## config.mk

```make
export PLATFORM = sky130hd
export DESIGN_NAME = fwd_hazard_unit
export DESIGN_NICKNAME = d
export VERILOG_FILES = /design/src/rtl/fwd_hazard_unit.sv
export SDC_FILE = /design/constraint.sdc
export NUM_CORES = 1
export LEC_CHECK = 0
export BUFFER_PORTS_ARGS = -buffer_cell sky130_fd_sc_hd__buf_2
export CAP_MARGIN = 15
export CORE_MARGIN = 4
export CORE_UTILIZATION = 36
export CTS_BUF_LIST = sky130_fd_sc_hd__clkbuf_16
export DETAILED_ROUTE_END_ITERATION = 8
export PLACE_DENSITY = 0.62
export SETUP_SLACK_MARGIN = 0.15
export SLEW_MARGIN = 10
export SYNTH_ARGS = -nofsm -noshare
export SYNTH_HDL_FRONTEND = slang
export SYNTH_SLANG_ARGS = --single-unit
```

## constraint.sdc

```tcl
create_clock -name i_clk -period 6.25 [get_ports i_clk]
set_clock_uncertainty 0.15 [all_clocks]
set_input_delay 1.25 -clock i_clk [delete_from_list [all_inputs] [get_ports i_clk]]
set_output_delay 1.25 -clock i_clk [all_outputs]
set_load 0.01 [all_outputs]
```

## src/rtl/fwd_hazard_unit.sv

```systemverilog
// Forwarding / load-use hazard unit beside the RR and EX stages.
// Latency: fwd_sel, rr_bypass and the first stall cycle are combinational; a load-use stall lasts LOAD_LAT cycles.
// Backpressure: o_stall holds PC and the RR register, o_bubble_ex injects a NOP into EX; i_flush aborts immediately.
//
// Ports:
//   i_clk, i_rst            clock, synchronous active-high reset (also gates every output)
//   i_src_ex_addr/_used     EX operand addresses / read enables (operand i at [i*REG_AW +: REG_AW])
//   i_src_rr_addr/_used     RR operand addresses / read enables
//   i_dst_addr/_we          producer stage k destination in slot k-1 (slot 0 = MEM, last = WB)
//   i_ex_rd/_we/_is_load    instruction currently in EX
//   i_flush, i_cnt_clr      pipeline flush, stall counter clear
//   o_fwd_sel               per EX operand: 0 = register file, k = producer stage k
//   o_rr_bypass             per RR operand: take WB write data
//   o_stall, o_bubble_ex    load-use stall controls
//   o_stall_cnt             saturating count of stalled cycles
module fwd_hazard_unit #(
    parameter int REG_AW     = 5,
    parameter int NUM_SRC    = 2,
    parameter int FWD_STAGES = 2,
    parameter int LOAD_LAT   = 1,
    parameter int CNT_W      = 16,
    localparam int SELW      = $clog2(FWD_STAGES + 1)
) (
    input  logic                          i_clk,
    input  logic                          i_rst,
    input  logic [NUM_SRC*REG_AW-1:0]     i_src_ex_addr,
    input  logic [NUM_SRC-1:0]            i_src_ex_used,
    input  logic [NUM_SRC*REG_AW-1:0]     i_src_rr_addr,
    input  logic [NUM_SRC-1:0]            i_src_rr_used,
    input  logic [FWD_STAGES*REG_AW-1:0]  i_dst_addr,
    input  logic [FWD_STAGES-1:0]         i_dst_we,
    input  logic [REG_AW-1:0]             i_ex_rd,
    input  logic                          i_ex_we,
    input  logic                          i_ex_is_load,
    input  logic                          i_flush,
    input  logic                          i_cnt_clr,
    output logic [NUM_SRC*SELW-1:0]       o_fwd_sel,
    output logic [NUM_SRC-1:0]            o_rr_bypass,
    output logic                          o_stall,
    output logic                          o_bubble_ex,
    output logic [CNT_W-1:0]              o_stall_cnt
);

    localparam int REMW = $clog2(LOAD_LAT + 1);
    localparam int WB   = FWD_STAGES - 1;

    typedef enum logic {S_IDLE = 1'b0, S_STALL = 1'b1} state_t;

    state_t            r_state, w_state_nxt;
    logic [REMW-1:0]   r_rem, w_rem_nxt;
    logic [CNT_W-1:0]  r_cnt;
    logic [NUM_SRC*SELW-1:0] w_fwd_sel;
    logic [NUM_SRC-1:0]      w_rr_bypass;
    logic              w_hit;
    logic              w_stall;

    // EX operand forwarding. Stages are scanned oldest to youngest so the
    // youngest matching producer is the last assignment and wins.
    always_comb begin
        w_fwd_sel = '0;
        for (int i = 0; i < NUM_SRC; i++) begin
            if (i_src_ex_used[i] && (i_src_ex_addr[i*REG_AW +: REG_AW] != '0)) begin
                for (int k = FWD_STAGES; k >= 1; k--) begin
                    if (i_dst_we[k-1] &&
                        (i_dst_addr[(k-1)*REG_AW +: REG_AW] == i_src_ex_addr[i*REG_AW +: REG_AW])) begin
                        w_fwd_sel[i*SELW +: SELW] = SELW'(k);
                    end
                end
            end
        end
    end

    // WB write-through into RR, and load-use detection against the RR operands.
    always_comb begin
        w_rr_bypass = '0;
        w_hit       = 1'b0;
        for (int i = 0; i < NUM_SRC; i++) begin
            w_rr_bypass[i] = i_src_rr_used[i] &&
                             (i_src_rr_addr[i*REG_AW +: REG_AW] != '0) &&
                             i_dst_we[WB] &&
                             (i_dst_addr[WB*REG_AW +: REG_AW] == i_src_rr_addr[i*REG_AW +: REG_AW]);
            if (i_src_rr_used[i] && (i_src_rr_addr[i*REG_AW +: REG_AW] == i_ex_rd)) begin
                w_hit = 1'b1;
            end
        end
        w_hit = w_hit && i_ex_we && i_ex_is_load && (i_ex_rd != '0);
    end

    // Stall FSM. The detection cycle is the first stall cycle (Mealy), so
    // STALL only covers the remaining LOAD_LAT-1 cycles. Hazards are not
    // re-evaluated in STALL: the bubble already sits in EX.
    always_comb begin
        w_state_nxt = r_state;
        w_rem_nxt   = r_rem;
        w_stall     = 1'b0;
        case (r_state)
            S_IDLE: begin
                if (w_hit && !i_flush) begin
                    w_stall = 1'b1;
                    if (LOAD_LAT > 1) begin
                        w_state_nxt = S_STALL;
                        w_rem_nxt   = REMW'(LOAD_LAT - 1);
                    end
                end
            end
            S_STALL: begin
                if (i_flush) begin
                    w_state_nxt = S_IDLE;
                    w_rem_nxt   = '0;
                end else begin
                    w_stall   = 1'b1;
                    w_rem_nxt = r_rem - REMW'(1);
                    if (r_rem == REMW'(1)) begin
                        w_state_nxt = S_IDLE;
                    end
                end
            end
            default: begin
                w_state_nxt = S_IDLE;
                w_rem_nxt   = '0;
            end
        endcase
        if (i_rst) begin
            w_stall = 1'b0;
        end
    end

    always_ff @(posedge i_clk) begin
        if (i_rst) begin
            r_state <= S_IDLE;
            r_rem   <= '0;
            r_cnt   <= '0;
        end else begin
            r_state <= w_state_nxt;
            r_rem   <= w_rem_nxt;
            if (i_cnt_clr) begin
                r_cnt <= '0;
            end else if (w_stall && (r_cnt != '1)) begin
                r_cnt <= r_cnt + CNT_W'(1);
            end
        end
    end

    assign o_fwd_sel   = i_rst ? '0 : w_fwd_sel;
    assign o_rr_bypass = i_rst ? '0 : w_rr_bypass;
    assign o_stall     = w_stall;
    assign o_bubble_ex = w_stall;
    assign o_stall_cnt = i_rst ? '0 : r_cnt;

endmodule
```

==> impl_metrics.csv, run 1 <==
group,metric,value,unit
power,p_leak,0.761,nW
logic_synthesis,synth_fa_ha_area_share,0.752,%
placed_design,dpl.hpwl,3.63,mm
logic_synthesis,ys_top_cells_by_area,"dfxtp_1 22%, xnor2_1 12%, xor2_1 8.4%",
global_routing,grt_pass1_wl,7.45,mm
final_layout,finalNonFillerCells,327,
global_routing,gr-usage-all-layers,15.0,%
clock_network,clockBufferDepth,2,
clock_network,cts-htree-levels,1,
routing,drt_iter0_markers,86,
clock_network,cts.sinks,18,
logic_synthesis,synth-seq-cells,18,
logic_synthesis,synth-simple-area-share,34.5,%
clock_network,ctsHoldBuffers,0,
run_status,outcome,"complete, no violations",
final_layout,drive_gt1_share,28.4,%
die,initial_core_util,37.7,%
placed_design,gp_congestion,0.836,
critical_path,cp_common_cell,"buf_2",
critical_path,path_class,"in -> out",
routing,routed_wl,4.51,mm
critical_path,critPathArrivalTime,2.89,ns
routing,detail_route.vias_per_cell,5.54,
timing,min_period,4.29,ns
timing,fmax,233,MHz
logic_synthesis,synth_async_sr_flop_share,0,%
global_routing,gr-total-overflow,0,
routing,ant_nets,0,
clock_network,root_buffer,"clkbuf_16",
timing,hold_viol_final,0,
timing,slew_viol_final,0,
critical_path,crit_path_top_delay_cell,"or4_1",
routing,vias,1813,
placed_design,numPortBuffers,70,
logic_synthesis,synth_top_cell_area_share,21.7,%
critical_path,cp_num_buf_inv,2,
clock_network,post-cts-setup-buffers,0,
logic_synthesis,synth_top_family_by_area,"simple AND/OR/NAND/NOR gates",
timing,hold_ws,0.311,ns
timing,rsz0062_at_grt,"no",
timing,setup_tns,0,ns
timing,fin_crit_sh,68.6,%
power,power_density,146,nW/um^2
logic_synthesis,synth_mux_area_share,0.602,%
final_layout,antenna_cells,0,
logic_synthesis,synth_top_cell_by_area,"dfxtp_1",
final_layout,fin_nets,325,
logic_synthesis,synth_compound_area_share,17.2,%
final_layout,layout_commonest_cell,"buf_2",
final_layout,area_delta_synth_final,25.2,%
final_layout,layout_common_cells,"70 x buf_2, 22 x xnor2_1, 18 x dfxtp_1",
clock_network,cts_tree,"done",
die,core.rowCount,24,
logic_synthesis,syn_nets,264,
die,core,4410,um^2
global_routing,grt_pass1_vias,1679,
logic_synthesis,synth-seq-area-share,21.7,%
clock_network,clk_latency,0.25,ns
critical_path,worst-path-max-fanout,8,
logic_synthesis,yosysWarningCount,0,
clock_network,clkSlewWorstSetupHoldPaths,0.05,ns
die,die_area,5770,um^2
clock_network,postCtsResizedCells,0,
power,max-vdd-ir-drop,0.0845,mV
placed_design,placed_cells,324,
routing,drc_errors,0,
critical_path,cp-start-kind,"input port",
global_routing,grt_max_degree,33,
logic_synthesis,syn_area,1660,um^2
critical_path,max_stage_delay,0.57,ns
critical_path,critPathRequiredTime,4.85,ns
global_routing,antenna_found_initial,0,
timing,slew-limit-headroom,64.1,%
logic_synthesis,synth_flop_cell,"dfxtp_1",
timing,setup_viol,0,
timing,max_slew.worst_pin.slew,0.539,ns
min_path,holdCritPathClass,"reg -> reg",
die,chipWidth,76.0,um
routing,wl_per_cell,13.8,um
die,dieHeight,76.0,um
logic_synthesis,synth_xor_area_share,20.0,%
critical_path,crit_chain,"buf_2 -> or4_1 -> o211a_1 -> o21ai_1 -> nor2_1 -> buf_2",
logic_synthesis,yosysUniqueCellTypes,39,
logic_synthesis,synth_edf_count,0,
die,io_pins,71,
critical_path,end_kind,"primary output",
clock_network,cts_buffers,3,
logic_synthesis,syn_avg_cell_area,7.70,um^2
critical_path,critical_path.top_delay_family,"compound AO/OA/AOI/OAI gates",
routing,dr.pass1.iters,4,
run,maxCapViolations,0,
logic_synthesis,syn_inst,216,
==> layer usage <==
metal | global-route usage [%] | wire [um] | up-vias
met5 | 0 | 0 | -
met2 | 23.4 | 2060 | 54
met1 | 20.1 | 2090 | 821
met4 | 6.41 | 67 | 0
met3 | 2.84 | 294 | 7
li1 | - | - | 931
==> Yosys cell counts, drive strengths merged (9+ instances only) <==
cell type / number
nor4: 10
o31ai: 12
nand4: 9
or4: 16
dfxtp: 18
nand3: 12
nor2b: 15
xnor2: 22
a21oi: 17
clkbuf: 10
xor2: 16
nor3: 9
==> report_power, final <==
group          internal [mW]  switching, mW  leakage [nW]
logic                 0.0282         0.0332         0.579
clock network         0.0842         0.0427        0.0370
registers              0.115      0.0000105         0.145
==> per-stage QoR <==
| stage | util [%] | setup WS [ns] | total power [mW] | instance area (um^2) |
|---|---|---|---|---|
| floorplan | - | 2.19 | 0.153 | 1660 |
| global placement | 45.5 | 1.99 | 0.179 | 2010 |
| detailed placement | 45.5 | 1.96 | 0.179 | 2010 |
| CTS | 47.2 | 1.95 | 0.306 | 2080 |
| global route | 47.2 | 1.79 | 0.317 | 2080 |
| finish | 47.2 | 1.96 | 0.303 | 2080 |
==> worst reg2reg max path: stages (launching register included) <==
cell	delay, ns
dfxtp_1	0.40
ha_1	0.20
inv_1	0.08
or3_1	0.34
or4_1	0.42
or4_1	0.40
a21oi_1	0.14
==> cell type report <==
class                   count  area, um^2
clock buffers               3        75.1
well taps                  52        65.1
fillers                   456        2330
inverters                   4        15.0
repair buffers             70         350
multi-input cells         180        1220
flip-flops and latches     18         360
==> sequential cells by signal, summed over array words and instances (netlist names) <==
name	cells
r_cnt	16
r_rem	1
r_state	1
==> logic make-up after synthesis <==
logic type,Yosys count
multiplexers,1
buffers and inverters,18
XOR/XNOR,38
flip-flops,18
adder cells (fa/ha/maj),1
AO/OA/AOI/OAI,43
AND/OR/NAND/NOR,97
==> final timing paths <==
check / start / endpoint / slack (ns) / cells past startpoint
worst max-delay path: i_ex_rd[1] / o_bubble_ex / 1.96 / 6
worst min-delay path: r_rem / r_state / 0.31 / 1
worst max register to register: r_cnt[0] / r_cnt[14] / 4.05 / 6
worst min register to register: r_rem / r_state / 0.31 / 1
Power figures use the tool's default switching activity.
==> run 2: changes to the inputs <==
clock period = 4.3 ns   (was 6.25 ns; I/O delays follow)
==> impl_metrics.csv, run 2 (synthesized netlist as in run 1, its figures left out) <==
group,metric,value,unit
run_status,outcome,"complete, no violations",
die,initial_core_util,37.7,%
die,chipWidth,76.0,um
placed_design,numPortBuffers,70,
final_layout,largest_reg_flops,16,
routing,dr.pass1.iters,5,
critical_path,rr_endpoint,"r_cnt[14]",
critical_path,crit_path_top_delay_cell,"or4_1",
clock_network,clockBufferDepth,2,
power,max-vdd-ir-drop,0.123,mV
critical_path,r2r_cells,6,
critical_path,max_stage_delay,0.55,ns
final_layout,antenna_cells,0,
timing,fmax,300,MHz
global_routing,antenna_found_initial,0,
critical_path,r2r_slack,2.10,ns
placed_design,dpl.hpwl,3.65,mm
die,core.rowCount,24,
placed_design,gp_congestion,0.814,
clock_network,postCtsResizedCells,0,
routing,routed_wl,4.60,mm
critical_path,rr_startpoint,"r_cnt[0]",
clock_network,post-cts-setup-buffers,0,
timing,slew_viol_final,0,
routing,wl_per_cell,14.0,um
power,p_leak,0.765,nW
min_path,hold_end,"r_state",
routing,drt_iter0_markers,101,
final_layout,layout_commonest_cell,"buf_2",
global_routing,gr-total-overflow,0,
clock_network,ctsHoldBuffers,0,
min_path,worstHoldPathCells,1,
timing,hold_ws,0.302,ns
timing,min_period,3.33,ns
final_layout,layout_common_cells,"70 x buf_2, 22 x xnor2_1, 18 x dfxtp_1",
clock_network,cts_buffers,3,
timing,slew-limit-headroom,64.5,%
power,p_int,0.331,mW
final_layout,final_area,2090,um^2
power,power_density,211,nW/um^2
timing,max_slew.worst_pin.slew,0.532,ns
die,die_area,5770,um^2
critical_path,cp_common_cell,"buf_2",
routing,detail_route.vias_per_cell,5.54,
critical_path,critPathRequiredTime,3.29,ns
final_layout,fin_nets,326,
placed_design,dpl_worst_slack,0.982,ns
timing,hold_viol_final,0,
final_layout,fin_util,47.3,%
critical_path,critPathArrivalTime,2.32,ns
final_layout,top_register,"r_cnt",
run,maxCapViolations,0,
die,dieHeight,76.0,um
clock_network,clk_latency,0.25,ns
critical_path,worst-path-max-fanout,8,
final_layout,drive_gt1_share,28.6,%
power,p_clk_share,41.6,%
critical_path,crit_start,"i_ex_rd[1]",
clock_network,clkSlewWorstSetupHoldPaths,0.05,ns
routing,ant_nets,0,
die,io_pins,71,
placed_design,placed_cells,325,
clock_network,cts.sinks,18,
die,core,4410,um^2
clock_network,cts_tree,"done",
min_path,holdCritPathClass,"reg -> reg",
timing,rsz0062_at_grt,"no",
power,p_seq_share,38.0,%
power,swShare,24.8,%
global_routing,gr-usage-all-layers,15.6,%
timing,fin_crit_sh,77.6,%
final_layout,area_delta_synth_final,25.7,%
critical_path,crit_chain,"buf_2 -> or4_1 -> o211a_1 -> o21ai_1 -> buf_4 -> nor2_1 -> buf_2",
final_layout,top_regs,"r_cnt (16), r_rem (1), r_state (1)",
placed_design,placed_area,2010,um^2
power,pwr-share-comb,20.4,%
timing,setup_tns,0,ns
routing,drc_errors,0,
clock_network,root_buffer,"clkbuf_16",
global_routing,grt_pass1_wl,7.76,mm
min_path,hp-start,"r_rem",
global_routing,grt_max_degree,33,
power,switching_power,0.109,mW
critical_path,cp-start-kind,"input port",
global_routing,grt_pass1_vias,1716,
timing,setup_viol,0,
clock_network,cts-htree-levels,1,
critical_path,end_kind,"primary output",
timing,layout_setup_ws,0.965,ns
final_layout,finalNonFillerCells,328,
power,finalPower,0.440,mW
routing,vias,1817,
critical_path,path_class,"in -> out",
run 2: cell types whose count changed in the layout (fill, tap and decap cells not counted):
cell	previous run	this run
buf_4	0	1
run 2: final cells by class:
cell class / instances / area (um^2)
sequential: 18 / 360
tap: 52 / 65.1
clock buffer: 3 / 75.1
fill: 445 / 2320
multi-input combinational: 180 / 1220
timing repair buffer: 71 / 358
inverter: 4 / 15.0
run 2: metal layers:
metal  track usage (%)  part of all wire (%)
met2              25.6                    45
met4              5.52                   1.0
met3              3.08                   6.0
met5                 0                     0
met1              20.2                    48
run 2: critical path, delay by kind of cell:
| kind | cells | cell delay (ns) |
|---|---|---|
| buf+inv | 3 | 0.44 |
| simple gates | 2 | 0.60 |
| compound gates | 2 | 0.41 |
run 2: power groups by stage:
stage | Combinational, mW | Sequential (mW) | Clock, mW
2_1_floorplan | 0.0514 | 0.170 | 0
3_3_place_gp | 0.0893 | 0.170 | 0
3_5_place_dp | 0.0899 | 0.170 | 0
4_1_cts | 0.0903 | 0.167 | 0.189
5_1_grt | 0.0988 | 0.167 | 0.198
6_report | 0.0899 | 0.167 | 0.183
run 2: worst max-delay path by stage:
stage                   end  slack, ns  cells past startpoint
global route        o_stall       0.85                      7
floorplan           o_stall       1.02                      5
finish              o_stall       0.97                      7
detailed placement  o_stall       0.98                      7
global placement    o_stall       0.98                      7
CTS                 o_stall       0.97                      7
